**config.mk**
```make
export PLATFORM = sky130hd
export DESIGN_NAME = mem_port_arbiter
export DESIGN_NICKNAME = d
export VERILOG_FILES = /design/src/rtl/mem_arb_pkg.sv /design/src/rtl/mem_grant_logic.sv /design/src/rtl/mem_port_arbiter.sv
export SDC_FILE = /design/constraint.sdc
export NUM_CORES = 1
export LEC_CHECK = 0
export BUFFER_PORTS_ARGS = -buffer_cell sky130_fd_sc_hd__buf_4
export CAP_MARGIN = 20
export CELL_PAD_IN_SITES_DETAIL_PLACEMENT = 2
export CELL_PAD_IN_SITES_GLOBAL_PLACEMENT = 2
export CORE_ASPECT_RATIO = 1.2
export CORE_MARGIN = 2
export CORE_UTILIZATION = 25
export CTS_CLUSTER_DIAMETER = 200
export DETAILED_ROUTE_END_ITERATION = 10
export PLACE_DENSITY = 0.82
export SETUP_SLACK_MARGIN = 0.1
export SYNTH_ARGS = -nofsm -noshare
export SYNTH_HDL_FRONTEND = slang
export SYNTH_SLANG_ARGS = --single-unit
```
**constraint.sdc**
```tcl
create_clock -name clk -period 2.5 [get_ports clk]
set_input_delay 0.75 -clock clk [delete_from_list [all_inputs] [get_ports clk]]
set_output_delay 0.75 -clock clk [all_outputs]
set_load 0.01 [all_outputs]
```
**src/rtl/mem_arb_pkg.sv**
```systemverilog
// Shared types for the memory port arbiter: read-owner tag and byte-enable constants.
package mem_arb_pkg;

  typedef enum logic [1:0] {
    OWN_NONE,
    OWN_I,
    OWN_D
  } mem_owner_e;

  localparam logic [3:0] BE_NONE = 4'b0000;

endpackage

```
**src/rtl/mem_grant_logic.sv**
```systemverilog
// Single-command-per-cycle grant between fetch (I) and load/store (D), with an I starvation
// counter that forces I to win after MAX_IWAIT consecutive denials.
module mem_grant_logic #(
  parameter int unsigned MAX_IWAIT = 4,
  localparam int unsigned IWW = $clog2(MAX_IWAIT + 1)
) (
  input  logic           clk_i,
  input  logic           rst_ni,
  input  logic           i_valid_i,
  input  logic           d_valid_i,
  output logic           grant_i_o,
  output logic           grant_d_o,
  output logic [IWW-1:0] i_wait_o
);

  localparam logic [IWW-1:0] WaitMax = IWW'(MAX_IWAIT);

  logic [IWW-1:0] i_wait_d, i_wait_q;
  logic           i_starved;

  always_comb begin
    i_starved = (i_wait_q >= WaitMax);
    // D has priority unless I has waited long enough.
    grant_i_o = i_valid_i & (~d_valid_i | i_starved);
    grant_d_o = d_valid_i & ~grant_i_o;
  end

  always_comb begin
    i_wait_d = '0;
    if (i_valid_i && !grant_i_o) begin
      i_wait_d = (i_wait_q == WaitMax) ? i_wait_q : i_wait_q + IWW'(1);
    end
  end

  always_ff @(posedge clk_i or negedge rst_ni) begin
    if (!rst_ni) begin
      i_wait_q <= '0;
    end else begin
      i_wait_q <= i_wait_d;
    end
  end

  assign i_wait_o = i_wait_q;

endmodule

```
**src/rtl/mem_port_arbiter.sv**
```systemverilog
// Arbitrates the single-port byte-lane memory between fetch (I) and load/store (D) and steers
// each 1-cycle-latency read response back to the requester that issued it.
module mem_port_arbiter
  import mem_arb_pkg::*;
#(
  parameter int unsigned DEPTH     = 8192,
  parameter int unsigned MAX_IWAIT = 4,
  localparam int unsigned AW = $clog2(DEPTH) + 2
) (
  input  logic          clk,
  input  logic          reset_n,

  input  logic          i_req_valid,
  output logic          i_req_ready,
  input  logic [AW-1:0] i_req_addr,
  output logic          i_rsp_valid,
  output logic [31:0]   i_rsp_data,

  input  logic          d_req_valid,
  output logic          d_req_ready,
  input  logic          d_req_we,
  input  logic [3:0]    d_req_be,
  input  logic [AW-1:0] d_req_addr,
  input  logic [31:0]   d_req_wdata,
  output logic          d_rsp_valid,
  output logic [31:0]   d_rsp_data,

  output logic          mem_read_cmd_valid,
  output logic          mem_write_cmd_valid,
  output logic          mem_write_data_valid,
  output logic [3:0]    mem_write_data_size,
  output logic [AW-1:0] mem_addr,
  output logic [31:0]   mem_write_data,
  input  logic [31:0]   mem_read_data,
  input  logic          mem_read_data_valid,

  output logic          proto_err
);

  localparam int unsigned IWW = $clog2(MAX_IWAIT + 1);

  logic           grant_i, grant_d;
  logic [IWW-1:0] i_wait;
  logic           d_write;

  mem_owner_e rd_tag_d, rd_tag_q;
  logic       i_rsp_valid_d, i_rsp_valid_q;
  logic       d_rsp_valid_d, d_rsp_valid_q;
  logic [31:0] i_rsp_data_d, i_rsp_data_q;
  logic [31:0] d_rsp_data_d, d_rsp_data_q;
  logic       proto_err_d, proto_err_q;

  mem_grant_logic #(
    .MAX_IWAIT (MAX_IWAIT)
  ) u_grant (
    .clk_i     (clk),
    .rst_ni    (reset_n),
    .i_valid_i (i_req_valid),
    .d_valid_i (d_req_valid),
    .grant_i_o (grant_i),
    .grant_d_o (grant_d),
    .i_wait_o  (i_wait)
  );

  always_comb begin
    d_write              = grant_d & d_req_we;
    i_req_ready          = grant_i;
    d_req_ready          = grant_d;
    mem_addr             = grant_d ? d_req_addr : i_req_addr;
    mem_read_cmd_valid   = grant_i | (grant_d & ~d_req_we);
    mem_write_cmd_valid  = d_write;
    mem_write_data_valid = d_write;
    mem_write_data_size  = d_write ? d_req_be : BE_NONE;
    mem_write_data       = d_req_wdata;
  end

  // Tag the read issued this cycle so its data can be steered when it returns.
  always_comb begin
    rd_tag_d = OWN_NONE;
    if (grant_i) begin
      rd_tag_d = OWN_I;
    end else if (grant_d && !d_req_we) begin
      rd_tag_d = OWN_D;
    end
  end

  always_comb begin
    i_rsp_valid_d = mem_read_data_valid & (rd_tag_q == OWN_I);
    d_rsp_valid_d = mem_read_data_valid & (rd_tag_q == OWN_D);
    i_rsp_data_d  = i_rsp_valid_d ? mem_read_data : i_rsp_data_q;
    d_rsp_data_d  = d_rsp_valid_d ? mem_read_data : d_rsp_data_q;
    // Data strobe must appear exactly when a read is outstanding.
    proto_err_d   = proto_err_q | (mem_read_data_valid != (rd_tag_q != OWN_NONE));
  end

  always_ff @(posedge clk or negedge reset_n) begin
    if (!reset_n) begin
      rd_tag_q      <= OWN_NONE;
      i_rsp_valid_q <= 1'b0;
      d_rsp_valid_q <= 1'b0;
      i_rsp_data_q  <= '0;
      d_rsp_data_q  <= '0;
      proto_err_q   <= 1'b0;
    end else begin
      rd_tag_q      <= rd_tag_d;
      i_rsp_valid_q <= i_rsp_valid_d;
      d_rsp_valid_q <= d_rsp_valid_d;
      i_rsp_data_q  <= i_rsp_data_d;
      d_rsp_data_q  <= d_rsp_data_d;
      proto_err_q   <= proto_err_d;
    end
  end

  assign i_rsp_valid = i_rsp_valid_q;
  assign i_rsp_data  = i_rsp_data_q;
  assign d_rsp_valid = d_rsp_valid_q;
  assign d_rsp_data  = d_rsp_data_q;
  assign proto_err   = proto_err_q;

  logic unused_wait;
  assign unused_wait = ^i_wait;

endmodule

```
==> impl_results.md, run 1 <==
- Status: completed
- Initial antenna violation count: 0
- Routed WL: 10,990 um
- PwrDens: roughly 780 nW/um^2
- WP data required: 1.75 ns
- Max VDD drop: 0.3338 mV
- Crit Reg-Reg Startpoint: rd_tag_q[1]$_DFF_PN0_
- Final WS setup: 0.03877 ns
- Crit Path Class: in -> out
- Internal power: 0.002856 W
- I/O Buffers: 162
- Dpl hpwl: 8134 um
- Io pins: 227
- Post-synthesis simple-gate area fraction: 0.03819
- Asr flop ratio synth: 1.000
- RSZ-0062 raised after global routing: true
- DIE AREA: 14,310 sq um
- Clock share of power: 0.334
- Switching share of power: 0.2677
- Synth Area in XOR/XNOR: 0
- Clock sinks: slightly above 70
- Area grow syn2layout: 49.38%
- Vias: ~2.3k
- Netlist cell types: 21
- EDFF count, synth: 0
- Pre-CTS setup slack: 0.02604 ns
- Starting density of the core: 0.2547
- Crit path time final: 2.461 ns
- Total core area: 13,120 sq um
- Ant diodes: 0
- Clock buffer count from CTS: 9
- Nets: 465
- Fmax: 406.3 MHz
- Root buf cell: clkbuf_16
- Final setup viols: 0
- Crit path capture type: output pin
- Cells after DPL: 511
- Pin count of the biggest net entering global routing: 73
- Final Hold Vio Count: 0
- First-pass GRT wire length: 15,670 um
- Residual DRC: 0
- Final period util: 0.9845
- Die Ht: ~130 um
- Finished Cell Area: about 5000 sq um
- Wire per inst: 20.67 um
- Syn Inst Count: 218
- Synth Area in Adders: 0.007488
- CTS tree: built
- Max-slew violations: 0
- Clk buf depth: 2
- Worst setup path start: i_req_valid
- Worst-Skew Late Latency: roughly 0.34 ns
- CP max FO: 8
- Share of layout cells above drive strength 1: 0.7335
- Final setup TNS: 0 ns
- Top FF cell, synth: dfrtp_1
- Largest family of logic cells by synthesized area: multiplexers
- Mapped Nets: 324
- Layout Cells excl Fill: 532
- Worst Clk Skew: 0.004032 ns
- Leakage: 2.572 nW
- Tot GR Track Use: 0.1520
- Antenna-violating nets left: 0
- Pwr Total: 0.003900 W
- Dpl cell area: approximately 4500 sq um
- Placer Congestion: 0.7051
- Slew @ Worst Pin: 0.5483 ns
- Comb power frac: 0.273
- CTS H-tree depth: 3
- Max cap viols: 0
- Post-synthesis sequential area ratio: 0.5391
- DRT iter0 DRCs: 51
- Switch Pwr: 0.001044 W
- Vias in the first global route: about 2.7k
- CTS Hold Buffers Added: 0
- Synth Area in Compound Gates: 0.01235
- Chip width: about 110 um
- DR vias/cell: 4.368
- GR Overflow Total: 0
- Number of synthesis warnings: 0
- Critical Path Source Type: input pin
- DR pass1 iterations: 3
- Flop and latch count out of synthesis: 72
- Post-Syn Area: 3342 sq um
- Critical path data arrival time: 1.71 ns
- Num rows: 46
- Slew HR: 0.6345
- Flop pwr share: 0.393
- Hold WC Path Type: in -> async
- Portion of netlist area occupied by mux cells: 0.2988
- CTS clk-pin slew, worst paths: 0.06 ns
- Synthesized area per cell: 15.33 sq um
-- stage by stage --
stage | hold slack (ns) | utilization
2_1_floorplan | 0.4544 | -
3_3_place_gp | 0.4438 | 0.3429
3_5_place_dp | 0.4691 | 0.3429
4_1_cts | 0.4312 | 0.3803
5_1_grt | 0.4513 | 0.3804
6_report | 0.4302 | 0.3804
-- logic make-up after synthesis --
logic type | count (synthesis)
muxes | 79
buffers and inverters | 45
AOI/OAI and AO/OA | 5
DFF | 72
adders and majority gates | 2
and+or+nand+nor | 15
-- cell usage in the layout (no fill, tap or decap), types with 3 or more instances in the layout --
cell	netlist	layout
and3_1	4	4
buf_12	0	3
mux2_2	49	34
buf_6	6	17
buf_4	33	147
inv_1	5	5
and4_1	4	4
dfrtp_1	72	71
clkbuf_16	0	9
mux2_4	29	44
-- critical path: stages --
cell	delay [ns]
buf_8	0.11
a21boi_4	0.16
buf_6	0.13
buf_16	0.13
mux2_4	0.30
buf_6	0.12
-- registers in the layout, summed over array words and instances (netlist names) --
name              flops
d_rsp_data           32
i_rsp_data           32
u_grant.i_wait_o      3
rd_tag_q              2
d_rsp_valid           1
i_rsp_valid           1
proto_err             1
-- path summary, 6_finish.rpt --
check                      slack (ns)  depth (start not counted)                               to
hold / removal                   0.43                          2        d_rsp_data[8]$_DFFE_PN0P_
max in group asynchronous        1.76                          2  u_grant.i_wait_o[2]$_DFFE_PN0P_
setup / recovery                 0.04                          6                      mem_addr[0]
setup reg to reg                 0.93                          2       i_rsp_data[16]$_DFFE_PN0P_
hold reg to reg                  0.48                          1              proto_err$_DFF_PN0_
min in group clk                 0.48                          1              proto_err$_DFF_PN0_
-- area by class of cell --
cell class | instances | area (sq um)
inverters | 5 | 18.77
repair buffers | 170 | 1413
fillers | 1359 | 8130
clock inverters | 5 | 56.30
well taps | 168 | 210.2
clock buffers | 11 | 242.7
flip-flops and latches | 72 | 1803
multi-input cells | 101 | 1249
-- synth_stat cells, types with 2 or more instances --
cell	instances	area (sq um)
and3_1	4	25.02
and4_1	4	35.03
buf_4	33	247.7
buf_6	6	67.56
dfrtp_1	72	1802
ha_1	2	25.02
inv_1	5	18.77
mux2_2	49	551.8
mux2_4	29	435.4
nand3b_4	2	40.04
o21ai_0	2	10.01
-- per-layer routing --
layer / up-vias / routed length (um) / global-route usage / part of all wire
li1: 1001 / - / - / -
met1: 1141 / 3479 / 0.1369 / 0.32
met2: 145 / 5725 / 0.2687 / 0.52
met3: 37 / 1351 / 0.07887 / 0.12
met4: 0 / 438 / 0.09084 / 0.040
met5: - / 0 / 0 / 0
-- repair_timing --
item / in CTS / in global routing
setup endpoints to repair: 15 / 15
pin swaps: 1 / 1
hold endpoints to repair: 0 / 0
gates resized for setup: 37 / 1
buffers inserted: 4 / 0
gates cloned: 1 / 0
-- power groups by stage --
stage               sequential, W  clock, W  combinational [W]
detailed placement        0.00156         0            0.00104
CTS                       0.00154   0.00136            0.00109
floorplan                 0.00163         0           0.000389
global placement          0.00153         0            0.00101
global route              0.00156   0.00140            0.00115
finish                    0.00153   0.00130            0.00106
Note: power is estimated with default switching activity, not from simulation.
==> run 2: changes to the inputs <==
Clock period 2.5 ns to 2.6 ns, I/O delays scaled along.
==> run 2 against run 1 <==
Against the previous run:
- sequential share of layout area increased by 0.14 points
- clock-buffer cell count decreased by 1
- worst setup slack improved by 0.055 ns
- sequential power decreased by 4%
- routed wire length decreased by 1.4%
- via count decreased by 0.90%
- clock power decreased by 10%
- cell count increased by 0.19%
- largest cell class unchanged
- highest routed layer unchanged
==> impl_results.md, run 2 (synthesis results as in run 1) <==
- Pwr Total: 0.003666 W (-6.0%)
- Total core area: 13,120 sq um (unchanged)
- Dpl hpwl: 8265 um (+1.6%)
- Slew HR: 0.6412 (+0.006713)
- DIE AREA: 14,310 sq um (unchanged)
- R2R setup slack: 1.02 ns (+0.09 ns)
- Max VDD drop: 0.3060 mV (-8.3%)
- Vias: 2,303 (-0.90%)
- Routed WL: 10,840 um (-1.4%)
- Hold WC Path Type: in -> async
- Max cap viols: 0 (unchanged)
- Layout Cells excl Fill: 533 (+0.19%)
- Fmax: about 400 MHz
- Area grow syn2layout: 48.71%
- Cells after DPL: 512 (+0.20%)
- Initial antenna violation count: 0 (unchanged)
- Clock sinks: 72 (unchanged)
- Max-slew violations: 0 (unchanged)
- Final Hold Vio Count: 0 (unchanged)
- Crit Path Class: in -> out
- DRT iter0 DRCs: 58 (+14%)
- DR pass1 iterations: 2 (-1)
- GR Overflow Total: 0 (unchanged)
- Most frequent cells in the layout: 149 x buf_4, 72 x dfrtp_1, 44 x mux2_4, 34 x mux2_2, 17 x buf_6
- Critical path data arrival time: 1.73 ns (+0.02 ns)
- Pin count of the biggest net entering global routing: 44 (-40%)
- Wire per inst: 20.34 um (-1.6%)
- WP data required: 1.82 ns (+0.07 ns)
- CTS clk-pin slew, worst paths: 0.06 ns (about the same)
- Reg2reg end: i_rsp_data[16]$_DFFE_PN0P_
- Placer Congestion: 0.7027 (-0.34%)
- Nets: 466 (+0.22%)
- Most common cell after layout, fill and taps aside: buf_4
- Io pins: 227 (unchanged)
- Reg2Reg Depth: 2 (unchanged)
- Critical Path End: mem_addr[3]
- Slew @ Worst Pin: 0.5382 ns (-0.01007 ns)
- Crit path capture type: output pin
- Final setup viols: 0 (unchanged)
- CTS tree: built
- Core Util, Final: 0.3787 (-0.001716)
- Crit Reg-Reg Startpoint: rd_tag_q[1]$_DFF_PN0_
- Vias in the first global route: 2,668 (-1.4%)
- Crit path time final: 2.507 ns
- Antenna-violating nets left: 0 (unchanged)
- Tot GR Track Use: 0.1498 (-0.002261)
- Die Ht: 130.7 um (unchanged)
- Leakage: 2.567 nW (-0.19%)
- Multi-input logic area: 1249 sq um (unchanged)
- I/O Buffers: 162 (unchanged)
- Seq. cell area: 1802 sq um (about the same)
- Chip width: 109.5 um (unchanged)
- Fill cells: 1,375 (+1.2%)
- Num rows: 46 (unchanged)
- Final period util: 0.9641
- Root buf cell: clkbuf_16
- Residual DRC: 0 (unchanged)
- Clk buf depth: 2 (unchanged)
- Share of layout cells above drive strength 1: 0.7342 (about the same)
- Pre-CTS setup slack: 0.08111 ns (+0.05508 ns)
- Critical Path Source Type: input pin
- Final WS setup: 0.09343 ns (+0.05465 ns)
- Clock buffer count from CTS: 9 (unchanged)
- Status: completed
- Starting density of the core: 0.2547 (unchanged)
- PwrDens: 737.7 nW/um^2 (-5.6%)
- Final setup TNS: 0 ns (unchanged)
- Worst-Skew Late Latency: 0.33 ns (about the same)
- DR vias/cell: 4.321 (-1.1%)
- Ant diodes: 0 (unchanged)
- RSZ-0062 raised after global routing: true
- CP max FO: 8 (unchanged)
- First-pass GRT wire length: 15,540 um (-0.84%)
- Worst setup path start: d_req_valid
- Worst Clk Skew: 0.007453 ns (+0.003421 ns)
- CTS H-tree depth: 3 (unchanged)
==> run 2: cell count changes in the layout (fill, tap and decap cells not counted) <==
cell / delta
buf_12: -1
dfrtp_1: +1
clkinv_4: +1
inv_6: +1
bufinv_16: -1
buf_4: +2
dfrtp_2: -1
clkbuf_1: -1
==> run 2: per-stage QoR <==
step	area, sq um	hold WS [ns]
6_report	4970	0.4410
3_5_place_dp	4494	0.4689
2_1_floorplan	3342	0.4844
4_1_cts	4970	0.4490
5_1_grt	4970	0.4664
3_3_place_gp	4494	0.4473
==> run 2: how the worst min path moves through the flow <==
stage	from	to	slack (ns)	depth (start not counted)
floorplan	reset_n	d_rsp_data[0]$_DFFE_PN0P_	0.48	0
global placement	proto_err$_DFF_PN0_	proto_err$_DFF_PN0_	0.45	1
detailed placement	proto_err$_DFF_PN0_	proto_err$_DFF_PN0_	0.47	1
CTS	reset_n	d_rsp_data[6]$_DFFE_PN0P_	0.45	1
global route	reset_n	d_rsp_data[10]$_DFFE_PN0P_	0.47	1
finish	reset_n	d_rsp_data[8]$_DFFE_PN0P_	0.44	1
==> run 2: timing repair <==
| action | in CTS | in global routing |
|---|---|---|
| gates resized for setup | 37 | 0 |
| gates cloned | 1 | 0 |
| pin swaps | 1 | 1 |
| endpoints found under the setup margin | 15 | 15 |
| hold buffers | 0 | 0 |
| setup buffers | 4 | 0 |
==> run 2: critical path, stage by stage <==
cell and delay, ns:
buf_8 0.07, a21boi_4 0.18, buf_6 0.13, buf_16 0.13
mux2_4 0.31, buf_6 0.12
==> run 2: power breakdown <==
part | internal [W] | switching, W
Combinational | 0.000637 | 0.000386
Sequential | 0.00134 | 0.000132
Clock | 0.000675 | 0.000495
Total | 0.00265 | 0.00101
==> run 2: routing by layer <==
layer	global-route usage	share of wire
met5	0	0
met1	0.1462	0.32
met2	0.2683	0.53
met3	0.07143	0.12
met4	0.06404	0.029
==> run 2: area by class of cell <==
| type | instances | area share |
|---|---|---|
| clock inverters | 6 | 0.008812 |
| clock buffers | 10 | 0.04809 |
| well taps | 168 | 0.04230 |
| repair buffers | 171 | 0.2832 |
| flip-flops and latches | 72 | 0.3625 |
| inverters | 5 | 0.003776 |
| multi-input cells | 101 | 0.2513 |
==> run 3: changes to the inputs <==
Settings changed: ABC_AREA set to 1, CORE_UTILIZATION 25 to 23, PLACE_DENSITY 0.82 to 0.81.
==> run 3 against run 2 <==
Against the previous run:
- via count increased by 27%
- first-iteration DRC count increased by 45%
- synthesized cell count increased by 67%
- cell count increased by 33%
- core utilization decreased by 5.7 points
- critical path type unchanged
==> impl_results.md, run 3 <==
- CTS clk-pin slew, worst paths: 0.06 ns (about the same)
- Most frequent cells in the layout: 167 x buf_4, 97 x nand2_1, 72 x dfrtp_1, 60 x o21ai_2, 49 x inv_1
- DRT iter0 DRCs: 84 (+45%)
- Dpl cell area: 4690 sq um (+4.3%)
- Routed WL: 11,190 um (+3.2%)
- Root buf cell: clkbuf_16
- Fill cells: 1,783 (+30%)
- Mapped Nets: 471 (+45%)
- Wire per inst: 15.81 um (-22%)
- Crit Path Class: in -> out
- Worst Clk Skew: 0.005303 ns (-0.002150 ns)
- Placer Congestion: 0.7718 (+9.8%)
- Core Util, Final: 0.3221 (-0.05661)
- Synthesized area per cell: 9.890 sq um (-35%)
- Chip width: 118.4 um (+8.0%)
- Clk buf depth: 2 (unchanged)
- Fmax: 420.0 MHz (+5.3%)
- Post-synthesis sequential area ratio: 0.4991 (-0.03999)
- WP data required: 1.82 ns (about the same)
- CP max FO: 15 (+7)
- Most common cell in the netlist: nand2_1
- Total setup buffers inserted after CTS: 0 (-4)
- Crit path capture type: output pin
- Starting density of the core: 0.2336 (-0.02107)
- CTS tree: built
- Dpl hpwl: 8854 um (+7.1%)
- Die Ht: 141.2 um (+8.1%)
- Worst-Skew Late Latency: 0.32 ns (about the same)
- CTS H-tree depth: 3 (unchanged)
- CTS Hold Buffers Added: 0 (unchanged)
- Max-slew violations: 0 (unchanged)
- Asr flop ratio synth: 1.000 (unchanged)
- GR Overflow Total: 0 (unchanged)
- Antenna-violating nets left: 0 (unchanged)
- Top FF cell, synth: dfrtp_1
- Most common cell after layout, fill and taps aside: buf_4
- Number of synthesis warnings: 0 (unchanged)
- Pin count of the biggest net entering global routing: 48 (+9.1%)
- Total core area: 15,450 sq um (+18%)
- I/O Buffers: 162 (unchanged)
- Hold WC Path Type: in -> async
- Syn Inst Count: 365 (+67%)
- Final setup viols: 0 (unchanged)
- Tot GR Track Use: 0.1330 (-0.01675)
- Crit path time final: 2.381 ns (-0.1258 ns)
- Top cells by area, synth: dfrtp_1 50%, o21ai_2 15%, nand2_1 10%
- First-pass GRT wire length: 17,530 um (+13%)
- Synth cell count leaders: 97 x nand2_1, 72 x dfrtp_1, 60 x o21ai_2, 49 x inv_1, 34 x buf_4
- Max VDD drop: 0.2369 mV (-23%)
- Netlist cell types: 20 (-4.8%)
- Post-cts resize count: 0 (-100%)
- Final Hold Vio Count: 0 (unchanged)
- Status: completed
- Slew @ Worst Pin: 0.4436 ns (-0.09466 ns)
- Yosys top cell area share: 0.4991 (-0.03999)
- Residual DRC: 0 (unchanged)
- Post-Syn Area: 3610 sq um (+8.0%)
- Critical Path Source Type: input pin
- Clock buffer count from CTS: 9 (unchanged)
- Critical path data arrival time: 1.60 ns (-0.13 ns)
- Cell taking the most area after synthesis: dfrtp_1
- Slew HR: 0.7043 (+0.06311)
- RSZ-0062 raised after global routing: false
- Share of layout cells above drive strength 1: 0.5260 (-0.2082)
- Final period util: 0.9157 (-0.04839)
- Nets: 602 (+29%)
- Ant diodes: 0 (unchanged)
- Vias in the first global route: 3,327 (+25%)
- DR vias/cell: 4.137 (-4.3%)
- Flop and latch count out of synthesis: 72 (unchanged)
- EDFF count, synth: 0 (unchanged)
- Vias: 2,929 (+27%)
- Max cap viols: 0 (unchanged)
- Io pins: 227 (unchanged)
- Clock sinks: 72 (unchanged)
- Area grow syn2layout: 37.89%
- PwrDens: 721.4 nW/um^2 (-2.2%)
- Initial antenna violation count: 0 (unchanged)
- Final setup TNS: 0 ns (unchanged)
- Finished Cell Area: 4977 sq um (+0.15%)
- DR pass1 iterations: 4 (+2)
- DIE AREA: 16,720 sq um (+17%)
- Num rows: 50 (+8.7%)
- Leakage: 2.676 nW (+4.2%)
run 3: cell types whose count changed in the layout (fill, tap and decap cells not counted), sizes merged, moves of 7 or more:
cell / previous run / this run
inv: 6 / 49
nor2: 1 / 8
o21ai: 2 / 65
mux2: 79 / 0
nand2: 1 / 113
run 3: critical path, stage by stage:
cell and delay [ns]:
buf_4 0.11, inv_1 0.13, a21o_2 0.29, nand2_1 0.09, nand2_1 0.08, buf_4 0.12
run 3: stage by stage:
step	power (W)	std cells	setup WS [ns]	hold WS (ns)
after floorplan	0.001921	365	0.3763	0.4304
after global placement	0.002358	693	0.2362	0.4412
after detailed placement	0.002427	693	0.1915	0.4570
after CTS	0.003673	708	0.1869	0.4060
after global routing	0.003790	708	0.1115	0.4213
final	0.003591	708	0.2192	0.3973
run 3: cell families (layout without fill, tap and decap cells):
| group | count (synthesis) | in the layout | share of synthesized area |
|---|---|---|---|
| adders and majority gates | 2 | 2 | 0.006931 |
| DFF | 72 | 72 | 0.4991 |
| buffers and inverters | 98 | 233 | 0.1865 |
| AOI/OAI and AO/OA | 68 | 68 | 0.1615 |
| and+or+nand+nor | 125 | 125 | 0.1459 |
run 3: cell type report:
class	instances	area, sq um	area share
clock buffers	10	229.0	0.04600
clock inverters	5	58.81	0.01181
inverters	49	183.9	0.03695
multi-input cells	195	1150	0.2310
flip-flops and latches	72	1802	0.3620
well taps	208	260.3	0.05229
repair buffers	169	1294	0.2599
run 3: power by group:
part	total, W	switching, W	internal [W]
Clock	0.00121	0.000470	0.000738
Sequential	0.00144	0.000129	0.00131
Combinational	0.000943	0.000466	0.000478
run 3: metal layers:
metal / share of wire / vias up / wire length, um / track usage
met4: 0.013 / 0 / 150 / 0.04312
met2: 0.54 / 158 / 6047 / 0.2501
li1: - / 1340 / - / -
met1: 0.36 / 1417 / 3988 / 0.1362
met3: 0.090 / 14 / 1006 / 0.04773
met5: 0 / - / 0 / 0
run 3: path summary, 6_finish.rpt:
check | cells past startpoint | startpoint | slack [ns] | end
setup / recovery | 6 | d_req_valid | 0.22 | mem_addr[6]
hold / removal | 1 | reset_n | 0.40 | d_rsp_data[22]$_DFFE_PN0P_
setup reg to reg | 5 | rd_tag_q[0]$_DFF_PN0_ | 1.08 | d_rsp_data[24]$_DFFE_PN0P_
hold reg to reg | 1 | u_grant.i_wait_o[0]$_DFFE_PN0P_ | 0.47 | u_grant.i_wait_o[0]$_DFFE_PN0P_
max in group asynchronous | 2 | reset_n | 1.59 | d_rsp_data[27]$_DFFE_PN0P_
min in group clk | 1 | u_grant.i_wait_o[0]$_DFFE_PN0P_ | 0.47 | u_grant.i_wait_o[0]$_DFFE_PN0P_
